===== config.mk =====
export PLATFORM = sky130hd
export DESIGN_NAME = fwd_hazard_unit
export DESIGN_NICKNAME = d
export VERILOG_FILES = /design/src/rtl/fwd_hazard_unit.sv
export SDC_FILE = /design/constraint.sdc
export NUM_CORES = 1
export LEC_CHECK = 0
export BUFFER_PORTS_ARGS = -buffer_cell sky130_fd_sc_hd__buf_4
export CORE_UTILIZATION = 40
export DETAILED_ROUTE_END_ITERATION = 8
export PLACE_DENSITY = 0.61
export SKIP_LAST_GASP = 1
export SLEW_MARGIN = 5
export SYNTH_ARGS = -nofsm -noshare
export SYNTH_HDL_FRONTEND = slang
export SYNTH_SLANG_ARGS = --single-unit

===== constraint.sdc =====
create_clock -name clk -period 5.8 [get_ports clk]
set_input_delay 0.58 -clock clk [delete_from_list [all_inputs] [get_ports clk]]
set_output_delay 0.58 -clock clk [all_outputs]
set_load 0.01 [all_outputs]

===== src/rtl/fwd_hazard_unit.sv =====
// rtl/fwd_hazard_unit.sv - forwarding select and stall generation over DEPTH tracked write slots
module fwd_hazard_unit #(
    parameter int REG_W = 5,
    parameter int DEPTH = 3,
    parameter int NSRC  = 2,
    parameter int LAT_W = 2,
    parameter int SEL_W = $clog2(DEPTH)
) (
    input  logic                    clk,
    input  logic                    reset,
    input  logic                    hold,
    input  logic                    flush,
    input  logic                    issue_valid,
    input  logic                    issue_wr,
    input  logic [REG_W-1:0]        issue_dst,
    input  logic [LAT_W-1:0]        issue_lat,
    input  logic [NSRC*REG_W-1:0]   id_src,
    input  logic [NSRC-1:0]         id_src_used,
    input  logic                    id_jr,
    input  logic [REG_W-1:0]        id_jr_src,
    output logic                    stall,
    output logic [NSRC*SEL_W-1:0]   ex_fwd_sel,
    output logic [SEL_W-1:0]        jr_fwd_sel,
    output logic [15:0]             stall_cnt
);

    localparam int MAX_LAT = DEPTH - 1;

    logic             slot_valid [DEPTH];
    logic [REG_W-1:0] slot_dst   [DEPTH];
    logic [LAT_W-1:0] slot_cnt   [DEPTH];
    logic [REG_W-1:0] ex_src     [NSRC];
    logic [NSRC-1:0]  ex_used;

    logic             issue;
    logic [LAT_W-1:0] lat_clamped;
    logic             op_stall;
    logic             jr_stall;

    int               id_hit [NSRC];
    logic [LAT_W-1:0] id_cnt [NSRC];
    int               ex_hit [NSRC];
    int               jr_hit;
    logic [LAT_W-1:0] jr_cnt;

    assign issue = issue_valid & ~stall & ~flush;

    always_comb begin
        lat_clamped = issue_lat;
        if (issue_lat == '0)
            lat_clamped = LAT_W'(1);
        else if (int'(issue_lat) > MAX_LAT)
            lat_clamped = LAT_W'(MAX_LAT);
    end

    // Searches run oldest to youngest so the youngest hit overwrites. Entries
    // writing r0 are never made valid, so register 0 can never match.
    always_comb begin
        for (int i = 0; i < NSRC; i++) begin
            id_hit[i] = -1;
            id_cnt[i] = '0;
            ex_hit[i] = -1;
            for (int k = DEPTH - 1; k >= 0; k--) begin
                if (slot_valid[k] && slot_dst[k] == id_src[i*REG_W +: REG_W]) begin
                    id_hit[i] = k;
                    id_cnt[i] = slot_cnt[k];
                end
            end
            for (int k = DEPTH - 1; k >= 1; k--) begin
                if (slot_valid[k] && slot_dst[k] == ex_src[i])
                    ex_hit[i] = k;
            end
        end
        jr_hit = -1;
        jr_cnt = '0;
        for (int k = DEPTH - 1; k >= 0; k--) begin
            if (slot_valid[k] && slot_dst[k] == id_jr_src) begin
                jr_hit = k;
                jr_cnt = slot_cnt[k];
            end
        end
    end

    always_comb begin
        op_stall   = 1'b0;
        ex_fwd_sel = '0;
        for (int i = 0; i < NSRC; i++) begin
            // A hit in the last slot is always ready, so only earlier slots stall.
            if (id_src_used[i] && id_hit[i] >= 0 && id_hit[i] <= DEPTH - 2 &&
                id_cnt[i] > LAT_W'(1))
                op_stall = 1'b1;
            if (ex_used[i] && ex_hit[i] > 0)
                ex_fwd_sel[i*SEL_W +: SEL_W] = SEL_W'(ex_hit[i]);
        end
        jr_stall   = 1'b0;
        jr_fwd_sel = '0;
        if (id_jr && jr_hit >= 0) begin
            if (jr_cnt != '0)
                jr_stall = 1'b1;
            else if (jr_hit > 0)
                jr_fwd_sel = SEL_W'(jr_hit);
        end
        stall = issue_valid & ~flush & (op_stall | jr_stall);
    end

    always_ff @(posedge clk or negedge reset) begin
        if (!reset) begin
            for (int k = 0; k < DEPTH; k++) begin
                slot_valid[k] <= 1'b0;
                slot_dst[k]   <= '0;
                slot_cnt[k]   <= '0;
            end
            for (int i = 0; i < NSRC; i++)
                ex_src[i] <= '0;
            ex_used   <= '0;
            stall_cnt <= '0;
        end else if (!hold) begin
            for (int k = DEPTH - 1; k >= 1; k--) begin
                slot_valid[k] <= slot_valid[k-1];
                slot_dst[k]   <= slot_dst[k-1];
                slot_cnt[k]   <= (slot_cnt[k-1] == '0) ? '0 : slot_cnt[k-1] - LAT_W'(1);
            end
            slot_valid[0] <= issue & issue_wr & (issue_dst != '0);
            slot_dst[0]   <= issue ? issue_dst : '0;
            slot_cnt[0]   <= (issue & issue_wr) ? lat_clamped : '0;
            for (int i = 0; i < NSRC; i++)
                ex_src[i] <= id_src[i*REG_W +: REG_W];
            ex_used <= issue ? id_src_used : '0;
            if (stall && stall_cnt != 16'hFFFF)
                stall_cnt <= stall_cnt + 16'd1;
        end
    end

endmodule


==> impl_metrics.py <==
metrics = {
    "status": {
        "status": "completed",
    },
    "detailed_routing": {
        "post-route-drc-count": 0,
        "dr.pass1.iters": 4,
        "ant_nets": 0,
        "dr.max_layer_used": "met4",
        "wl_met2_um": 2984,
        "met3WireLength_um": 277,
        "vias_per_cell": 5.130,
        "via_count": 2047,
        "wl_um": 6295,
        "wl_per_cell_um": 15.78,
        "wl_met1_um": 2967,
        "first_iter_violations": 72,
    },
    "logic_synthesis": {
        "syn-num-nets": 286,
        "ys_seq_area_frac": 0.4508,
        "synthCells": 254,
        "synth_enable_flop_cells": 0,
        "async_reset_ff_frac": 1.000,
        "synth_cell_type_count": 34,
        "synth_seq_cells": 52,
        "avgSynthCellArea_sq_um": 11.36,
        "yosysWarnings": 0,
        "ys.flop_type": "dfrtp_1",
        "synthesis.area_sq_mm": 0.002887,
    },
    "floorplanning": {
        "die_area_sq_mm": 0.007560,
        "core_sq_mm": 0.006869,
        "rows": 30,
        "start_util": 0.4202,
        "io_pins": 54,
        "die_w_um": 86.95,
        "die_h_um": 86.95,
    },
    "final_layout": {
        "nets": 334,
        "antenna_cells": 0,
        "fin_cells": 399,
        "fin_util": 0.5044,
        "fillers": 651,
        "syn_to_final_growth_pct": 20.03,
        "final_area_sq_mm": 0.003465,
        "layout_common_cells": "52 x dfrtp_1, 52 x buf_4, 40 x xnor2_1, 30 x xor2_1, 23 x mux2_2",
        "drive_gt1_frac": 0.2970,
    },
    "place": {
        "dp_hpwl_um": 4643,
        "io_buffers": 52,
        "pre_cts_slack_ns": 3.003,
        "place.gp.congestion": 0.7979,
        "dp.cells": 391,
        "dpl_cell_area_sq_mm": 0.003327,
    },
    "power": {
        "peakVddDrop_uv": 104.1,
        "power_frac_seq": 0.501,
        "p_clk_frac": 0.364,
        "leakage_nw": 1.572,
        "power_report.internal_total_mw": 0.6152,
        "combPwrFrac": 0.135,
        "total_power_mw": 0.8191,
        "powerDensity_mw_per_mm2": 236.4,
        "swShare": 0.2489,
        "switching_power_mw": 0.2039,
    },
    "setup_path": {
        "path_cells": "xor2_1 > nor4_2 > nand3_1 > o221ai_2 > o311ai_2 > a31oi_1 > buf_4",
        "reg2reg_from": "slot_dst[8]$_DFFE_PN0N_",
        "path_class": "reg2out",
        "cp_num_buf_inv": 1,
        "cp_max_fo": 7,
        "setup.worst_path.end_class": "primary output",
        "cp_top_family": "compound AO/OA/AOI/OAI gates",
        "startpoint_type": "register",
        "cp.arrival_ns": 2.37,
        "slowest_delay_ns": 0.52,
        "cp.required_ns": 5.22,
        "cpMaxStageDelayCell": "dfrtp_1",
        "crit_start": "slot_dst[9]$_DFFE_PN0N_",
    },
    "clock_tree": {
        "hold_buffers": 0,
        "cts_tree": "built",
        "cts.sinks": 52,
        "clk_pin_slew_worst_paths_ns": 0.10,
        "htree_num_levels": 2,
        "cts_setup_buffers": 0,
        "cts_root_buf": "clkbuf_8",
        "numCtsBuffers": 5,
        "insertion_delay_ns": 0.31,
        "cts_buffer_depth": 2,
        "cts_resized": 0,
    },
    "sta": {
        "relSlewSlack": 0.5580,
        "fmax_mhz": 338.6,
        "tns_ns": 0,
        "holdWs_ns": 0.2993,
        "hold_viol": 0,
        "tightestPinTransition_ns": 0.6630,
        "skew_ns": 0.01072,
        "timing.final.ws_setup_ns": 2.847,
        "final_max_slew_viol_count": 0,
        "rsz0062_at_grt": "false",
        "period_needed_ns": 2.953,
        "setup_viol": 0,
        "fin_crit_sh": 0.5092,
    },
    "worst_hold_path": {
        "min_path_type": "in2async",
    },
    "run": {
        "cap_violations": 0,
    },
    "grt": {
        "antenna_found_initial": 0,
        "grt_use_total": 0.1861,
        "gr-total-overflow": 0,
        "grt_pass1_wl_um": 10570,
        "grt_max_degree": 53,
        "grt_pass1_vias": 2082,
    },
}
[logic make-up (layout without fill, tap and decap cells)]
group,Yosys count,in the layout,share of synthesized area
mux,23,23,0.08973
buf+inv,13,62,0.02687
flops,52,52,0.4508
fa+ha+maj,1,1,0.004334
xor+xnor,70,70,0.2124
simple gates,72,72,0.1426
compound gates,23,23,0.07325
[power by group through the flow]
stage	combinational (mW)	clock (mW)	sequential, mW
2_1_floorplan	0.0796	0	0.404
3_5_place_dp	0.111	0	0.418
6_report	0.110	0.298	0.411
4_1_cts	0.112	0.306	0.411
3_3_place_gp	0.110	0	0.417
5_1_grt	0.122	0.322	0.414
[synth_stat cells (2+ instances only)]
library cell  count  area share
xor2_1           30       0.091
nand4_1          10       0.022
buf_4             3      0.0078
a32o_1            3       0.010
clkbuf_1          4      0.0052
buf_6             2      0.0078
a31oi_1           2      0.0043
inv_1             2      0.0026
nand2b_1          3      0.0065
nor3_1            5      0.0087
and2_1            4      0.0087
buf_2             2      0.0035
dfrtp_1          52        0.45
nor4_1            7       0.015
xnor2_1          40        0.12
and3_1            5       0.011
nand2_1          14       0.018
mux2_2           23       0.090
o21ai_0           4      0.0069
and4_1            3      0.0091
nor2_1            5      0.0065
a22o_1            7       0.021
nand3_1          13       0.023
[final timing paths]
check / end / slack, ns / cells past startpoint
setup reg to reg: stall_cnt[1]$_DFFE_PN0P_ / 3.17 / 7
hold reg to reg: stall_cnt[8]$_DFFE_PN0P_ / 0.49 / 1
max in group asynchronous: slot_dst[12]$_DFFE_PN0N_ / 5.06 / 1
hold / removal: ex_used[0]$_DFFE_PN0N_ / 0.30 / 1
min in group clk: stall_cnt[8]$_DFFE_PN0P_ / 0.49 / 1
setup / recovery: stall / 2.85 / 7
[cell type report]
cell class / count / area [sq um] / area share
clock buffer: 5 / 68.82 / 0.01986
clock inverter: 3 / 68.82 / 0.01986
inverter: 2 / 7.507 / 0.002167
multi-input combinational: 189 / 1508 / 0.4352
sequential: 52 / 1301 / 0.3756
tap: 96 / 120.1 / 0.03467
timing repair buffer: 52 / 390.4 / 0.1127
[registers in the layout, indices dropped and copies added (netlist names)]
name	flops
ex_used	2
slot_cnt	6
slot_dst	15
stall_cnt	16
slot_valid	3
ex_src	10
[metal layers]
metal / vias to the layer above / global-route usage
met4: 0 / 0.05606
met1: 1005 / 0.2537
li1: 993 / -
met2: 44 / 0.3006
met3: 5 / 0.03602
met5: - / 0
No activity file was read; power rests on OpenSTA's default activity.
